**src/rtl/pipelined_rca.sv**
```systemverilog
// Pipelined ripple-carry adder: each stage ripples one SEG-bit slice.
// Define PRCA_OVF_EN to build the registered signed-overflow flag.
module pipelined_rca #(
  parameter int WIDTH = 16,
  parameter int SEG   = 4
) (
  input  logic             clk,
  input  logic             rst,
  input  logic             in_valid,
  output logic             in_ready,
  input  logic [WIDTH-1:0] a,
  input  logic [WIDTH-1:0] b,
  input  logic             cin,
  output logic             out_valid,
  input  logic             out_ready,
  output logic [WIDTH-1:0] sum,
  output logic             cout,
  output logic             ovf
);
  localparam int STAGES = WIDTH / SEG;

  // Skew store: stage k keeps the WIDTH-(k+1)*SEG operand bits not yet added.
  function automatic int skoff(input int k);
    return SEG * (k * (STAGES - 1) - (k * (k - 1)) / 2);
  endfunction

  // Deskew store: stage k keeps the (k+1)*SEG finished low sum bits.
  function automatic int smoff(input int k);
    return SEG * ((k * (k + 1)) / 2);
  endfunction

  localparam int SKW = (STAGES > 1) ? skoff(STAGES - 1) : 1;
  localparam int SMW = smoff(STAGES);

  if (WIDTH % SEG != 0) begin : g_bad_cfg
    $error("pipelined_rca: WIDTH must be a multiple of SEG");
  end

  logic [STAGES-1:0] v_q, v_d;
  logic [STAGES-1:0] c_q, c_d;
  logic [SKW-1:0]    ska_q, ska_d;
  logic [SKW-1:0]    skb_q, skb_d;
  logic [SMW-1:0]    sm_q, sm_d;
  logic              stall;

`ifdef PRCA_OVF_EN
  logic ovf_d, ovf_q;
`endif

  assign stall     = v_q[STAGES-1] & ~out_ready;
  assign in_ready  = ~stall;
  assign out_valid = v_q[STAGES-1];
  assign cout      = c_q[STAGES-1];
  assign sum       = sm_q[smoff(STAGES-1) +: WIDTH];

  for (genvar k = 0; k < STAGES; k++) begin : g_stage
    logic [SEG-1:0] xa, xb, sl;
    logic           ci, co;

    if (k == 0) begin : g_head
      assign xa            = a[SEG-1:0];
      assign xb            = b[SEG-1:0];
      assign ci            = cin;
      assign v_d[k]        = in_valid;
      assign sm_d[SEG-1:0] = sl;
    end else begin : g_body
      assign xa     = ska_q[skoff(k-1) +: SEG];
      assign xb     = skb_q[skoff(k-1) +: SEG];
      assign ci     = c_q[k-1];
      assign v_d[k] = v_q[k-1];
      assign sm_d[smoff(k) +: (k+1)*SEG] =
        {sl, sm_q[smoff(k-1) +: k*SEG]};
    end

    if (k < STAGES - 1) begin : g_skew
      localparam int RW = WIDTH - (k + 1) * SEG;
      if (k == 0) begin : g_load
        assign ska_d[RW-1:0] = a[WIDTH-1:SEG];
        assign skb_d[RW-1:0] = b[WIDTH-1:SEG];
      end else begin : g_shift
        assign ska_d[skoff(k) +: RW] =
          ska_q[skoff(k-1)+SEG +: RW];
        assign skb_d[skoff(k) +: RW] =
          skb_q[skoff(k-1)+SEG +: RW];
      end
    end

    always_comb begin : p_ripple
      logic cy;
      cy = ci;
      sl = '0;
      for (int i = 0; i < SEG; i++) begin
        sl[i] = xa[i] ^ xb[i] ^ cy;
        cy    = (xa[i] & xb[i]) | (cy & (xa[i] ^ xb[i]));
      end
      co = cy;
    end

    assign c_d[k] = co;

`ifdef PRCA_OVF_EN
    // The top slice holds the operand and sum sign bits.
    if (k == STAGES - 1) begin : g_ovf
      assign ovf_d = (xa[SEG-1] == xb[SEG-1]) &&
                     (sl[SEG-1] != xa[SEG-1]);
    end
`endif
  end

  always_ff @(posedge clk) begin
    if (rst) begin
      v_q <= '0;
    end else if (!stall) begin
      v_q <= v_d;
    end
  end

  always_ff @(posedge clk) begin
    if (!stall) begin
      c_q   <= c_d;
      ska_q <= ska_d;
      skb_q <= skb_d;
      sm_q  <= sm_d;
    end
  end

`ifdef PRCA_OVF_EN
  always_ff @(posedge clk) begin
    if (!stall) begin
      ovf_q <= ovf_d;
    end
  end
  assign ovf = ovf_q;
`else
  assign ovf = 1'b0;
`endif

endmodule

```
**config.mk**
```make
export PLATFORM = sky130hd
export DESIGN_NAME = pipelined_rca
export DESIGN_NICKNAME = d
export VERILOG_FILES = /design/src/rtl/pipelined_rca.sv
export SDC_FILE = /design/constraint.sdc
export NUM_CORES = 1
export LEC_CHECK = 0
export ABC_AREA = 0
export CAP_MARGIN = 20
export CORE_MARGIN = 10
export CORE_UTILIZATION = 40
export CTS_CLUSTER_SIZE = 25
export DETAILED_ROUTE_END_ITERATION = 8
export GPL_TIMING_DRIVEN = 1
export SETUP_SLACK_MARGIN = 0.2
export SLEW_MARGIN = 10
export SYNTH_ARGS = -nofsm -noshare
export SYNTH_HDL_FRONTEND = slang
export SYNTH_SLANG_ARGS = --single-unit
```
**constraint.sdc**
```tcl
create_clock -name clk -period 2.61 [get_ports clk]
set_clock_uncertainty 0.1 [all_clocks]
set_input_delay 0.522 -clock clk [delete_from_list [all_inputs] [get_ports clk]]
set_output_delay 0.522 -clock clk [all_outputs]
set_load 0.05 [all_outputs]
```
==> results_dict.tcl <==
set metrics [dict create \
    routed_wire_length_per_instance_um 13.0 \
    sequential_cell_area_sq_um 2840 \
    path_buf_inv 5 \
    clock_slew_at_reported_path_ffs_ns 0.09 \
    cell_leakage_power_nw 1.73 \
    final_layout_size_suffix_gt1_share_pct 10.1 \
    portion_of_synthesized_cell_area_occupied_by_the_leading_cell_type_pct 78.2 \
    detailroute.via_count 1420 \
    synth_area_leader_cell "sky130_fd_sc_hd__edfxtp_1" \
    synth.lib_cells_used.distinct 11 \
    fin_cells 346 \
    ir_drop_uv 333 \
    fp.coreArea_sq_um 8680 \
    crit_path_cell_trace "clkdlybuf4s50_1 > inv_1 > fa_2 > inv_1 > fa_2 > fa_1 > inv_1 > fa_1 > inv_1" \
    grt_pass1_wl_mm 7.22 \
    synth-simple-area-share_pct 1.10 \
    final_net_count 286 \
    final_tns_setup_ns 0 \
    synth-seq-cells 96 \
    share_of_the_synthesized_area_in_compound_gates_ao_oa_aoi_oai_pct 0.142 \
    timing.hold.worst.class "flop to flop" \
    num_cts_buffers 9 \
    min_period_ns 2.35 \
    cp_slowest_stage_delay_ns 0.47 \
    cpLargestDelayFamily "adder cells" \
    fp.dieArea_sq_um 13000 \
    cp-start-kind "input port" \
    run_status "finished, final reports clean" \
    dp_slack_ns -0.153 \
    finalCritPeriodShare_pct 89.8 \
    synth.yosys.warnings 0 \
    final-hold-violation-count 0 \
    clock-root-buffer "sky130_fd_sc_hd__clkbuf_8" \
    initial_core_util_pct 40.7 \
    antenna_cells_inserted 0 \
    global_route.usage.met3_pct 3.04 \
    detail_route.first_pass.iterations 4 \
    globalRoute.totalOverflow 0 \
    syn_to_final_growth_pct 23.1 \
    area_used_by_multi_input_combinational_logic_sq_um 403 \
    grt_setup_unrepaired "no" \
    final-setup-viol-count 0 \
    layout_setup_ws_ns 0.265 \
    global_route.usage.met1_pct 8.00 \
    synth.mux.area_fraction_pct 0.850 \
    synth-adder-area-share_pct 9.07 \
    max_cap_viol_count 0 \
    worst_path_max_fanout 1 \
    grt_use_met2_pct 11.3 \
    wirelength_mm 4.48 \
    avgSynthCellArea_sq_um 19.5 \
    p_per_cell_area_nw_per_um2 813 \
    gr-max-usage-layer "met2" \
    worstPathRequired_ns 2.62 \
    final_max_slew_violation_count 0 \
    max_slew.worst_pin.slew_ns 0.525 \
    detailed_place_hpwl_mm 3.14 \
    synth_fp_nets 234 \
    tritoncts "yes" \
    leading_post_synthesis_cells_by_cell_area "sky130_fd_sc_hd__edfxtp_1, sky130_fd_sc_hd__fa_1, sky130_fd_sc_hd__inv_1" \
    antenna_violations_before_repair 0 \
    row_count 34 \
    power.total_mw 3.53 \
    clock-sinks 96 \
    synth_xor_area_share_pct 0 \
    clock_path_buffers 2 \
    ant_nets 0 \
    cts_hold_repair.buffers 0 \
    timing.setup.critical_path_class "input port to flop" \
    place_congestion 0.619 \
    arrival_ns 2.36 \
    die_h_um 114 \
    setup.worst_path.end_class "flop" \
    htree_levels 3 \
    fp.dieW_um 114 \
    remaining_routing_drc_violations 0 \
    nFillCells 769 \
    cp_slowest_cell "sky130_fd_sc_hd__fa_1" \
    io-pin-count 57 \
    global_route.usage.total_pct 7.32 \
    synthesis.area_sq_um 3530 \
    cp_common_cell "sky130_fd_sc_hd__inv_1" \
    postSynthCellCount 181 \
    maxSlewHeadroom_pct 64.9 \
    grt_max_degree 36 \
    drt_iter0_markers 50 \
    dominant_combinational_cell_family_by_area_after_synthesis "adder cells" \
    grt_pass1_vias 1536 \
    io_buffers 55 \
    ys_seq_area_share_pct 80.5 \
    worst_skew_pair.late_latency_ns 0.35 \
    vias_per_cell 4.10 \
    place_inst 330 \
    maxClockFrequency_mhz 426 \
]
-- cells in the mapped netlist --
cell                        n
sky130_fd_sc_hd__buf_4     17
sky130_fd_sc_hd__a21oi_1    1
sky130_fd_sc_hd__dfxtp_1    4
sky130_fd_sc_hd__inv_1     41
sky130_fd_sc_hd__nand2b_1   4
sky130_fd_sc_hd__mux2i_1    3
sky130_fd_sc_hd__conb_1     1
sky130_fd_sc_hd__nand2b_4   1
sky130_fd_sc_hd__buf_6      1
sky130_fd_sc_hd__fa_1      16
sky130_fd_sc_hd__edfxtp_1  92
-- repair_timing --
| action | 4_1_cts | 5_1_grt |
|---|---|---|
| endpoints found under the setup margin | 0 | 1 |
| setup buffers | 0 | 0 |
| gates resized for setup | 0 | 2 |
-- metrics by stage --
step / hold slack [ns] / utilization (%) / cell area [sq um]
6_report: 0.321 / 50.1 / 4350
5_1_grt: 0.325 / 50.1 / 4350
4_1_cts: 0.317 / 50.1 / 4340
3_5_place_dp: 0.305 / 47.5 / 4120
3_3_place_gp: 0.301 / 47.5 / 4120
2_1_floorplan: 0.300 / - / 3530
-- flip-flops by register name (all words and copies together), names as in the netlist --
| register | cells |
|---|---|
| skb_q | 24 |
| ska_q | 24 |
| c_q | 4 |
| v_q | 4 |
| sm_q | 40 |
-- cell type report --
cell class              instances  area share [%]
well taps                     108            3.11
flip-flops and latches         96            65.4
clock inverters                 7            2.30
multi-input cells              26            9.26
inverters                      41            3.54
clock buffers                   9            2.85
repair buffers                 59            13.6
-- power breakdown --
group / total (mW) / internal [mW] / switching, mW
Clock: 1.06 / 0.552 / 0.509
Sequential: 1.97 / 1.92 / 0.0510
Combinational: 0.503 / 0.187 / 0.316
-- cell usage in the layout, fill, tap and decap left out --
master                             n
sky130_fd_sc_hd__nand2b_1          4
sky130_fd_sc_hd__conb_1            1
sky130_fd_sc_hd__a21oi_1           1
sky130_fd_sc_hd__buf_4             4
sky130_fd_sc_hd__bufinv_16         2
sky130_fd_sc_hd__inv_1            41
sky130_fd_sc_hd__clkdlybuf4s50_1  54
sky130_fd_sc_hd__buf_12            1
sky130_fd_sc_hd__nand2b_4          1
sky130_fd_sc_hd__edfxtp_1         92
sky130_fd_sc_hd__dfxtp_1           4
sky130_fd_sc_hd__clkbuf_8          9
sky130_fd_sc_hd__inv_6             4
sky130_fd_sc_hd__fa_2              2
sky130_fd_sc_hd__fa_1             14
sky130_fd_sc_hd__clkinv_2          1
sky130_fd_sc_hd__mux2i_1           3
-- layer usage --
layer,routed length (um),vias up
met5,0,-
met4,96,0
met3,275,6
met2,2260,38
met1,1860,684
li1,-,692
-- worst paths after layout --
| check | to | slack, ns | cells after the start | from |
|---|---|---|---|---|
| setup reg to reg | sm_q[39]$_DFFE_PN_ | 0.39 | 8 | c_q[2]$_DFFE_PN_ |
| setup / recovery | sm_q[3]$_DFFE_PN_ | 0.26 | 9 | a[0] |
| hold reg to reg | sm_q[30]$_DFFE_PN_ | 0.32 | 0 | sm_q[18]$_DFFE_PN_ |
| hold / removal | sm_q[30]$_DFFE_PN_ | 0.32 | 0 | sm_q[18]$_DFFE_PN_ |
-- kinds of logic after synthesis --
logic type                 count (synthesis)
buffers and inverters                     59
AOI/OAI and AO/OA                          1
muxes                                      3
adders and majority gates                 16
other                                      1
and+or+nand+nor                            5
DFF                                       96
(Power assumes the default switching activity.)
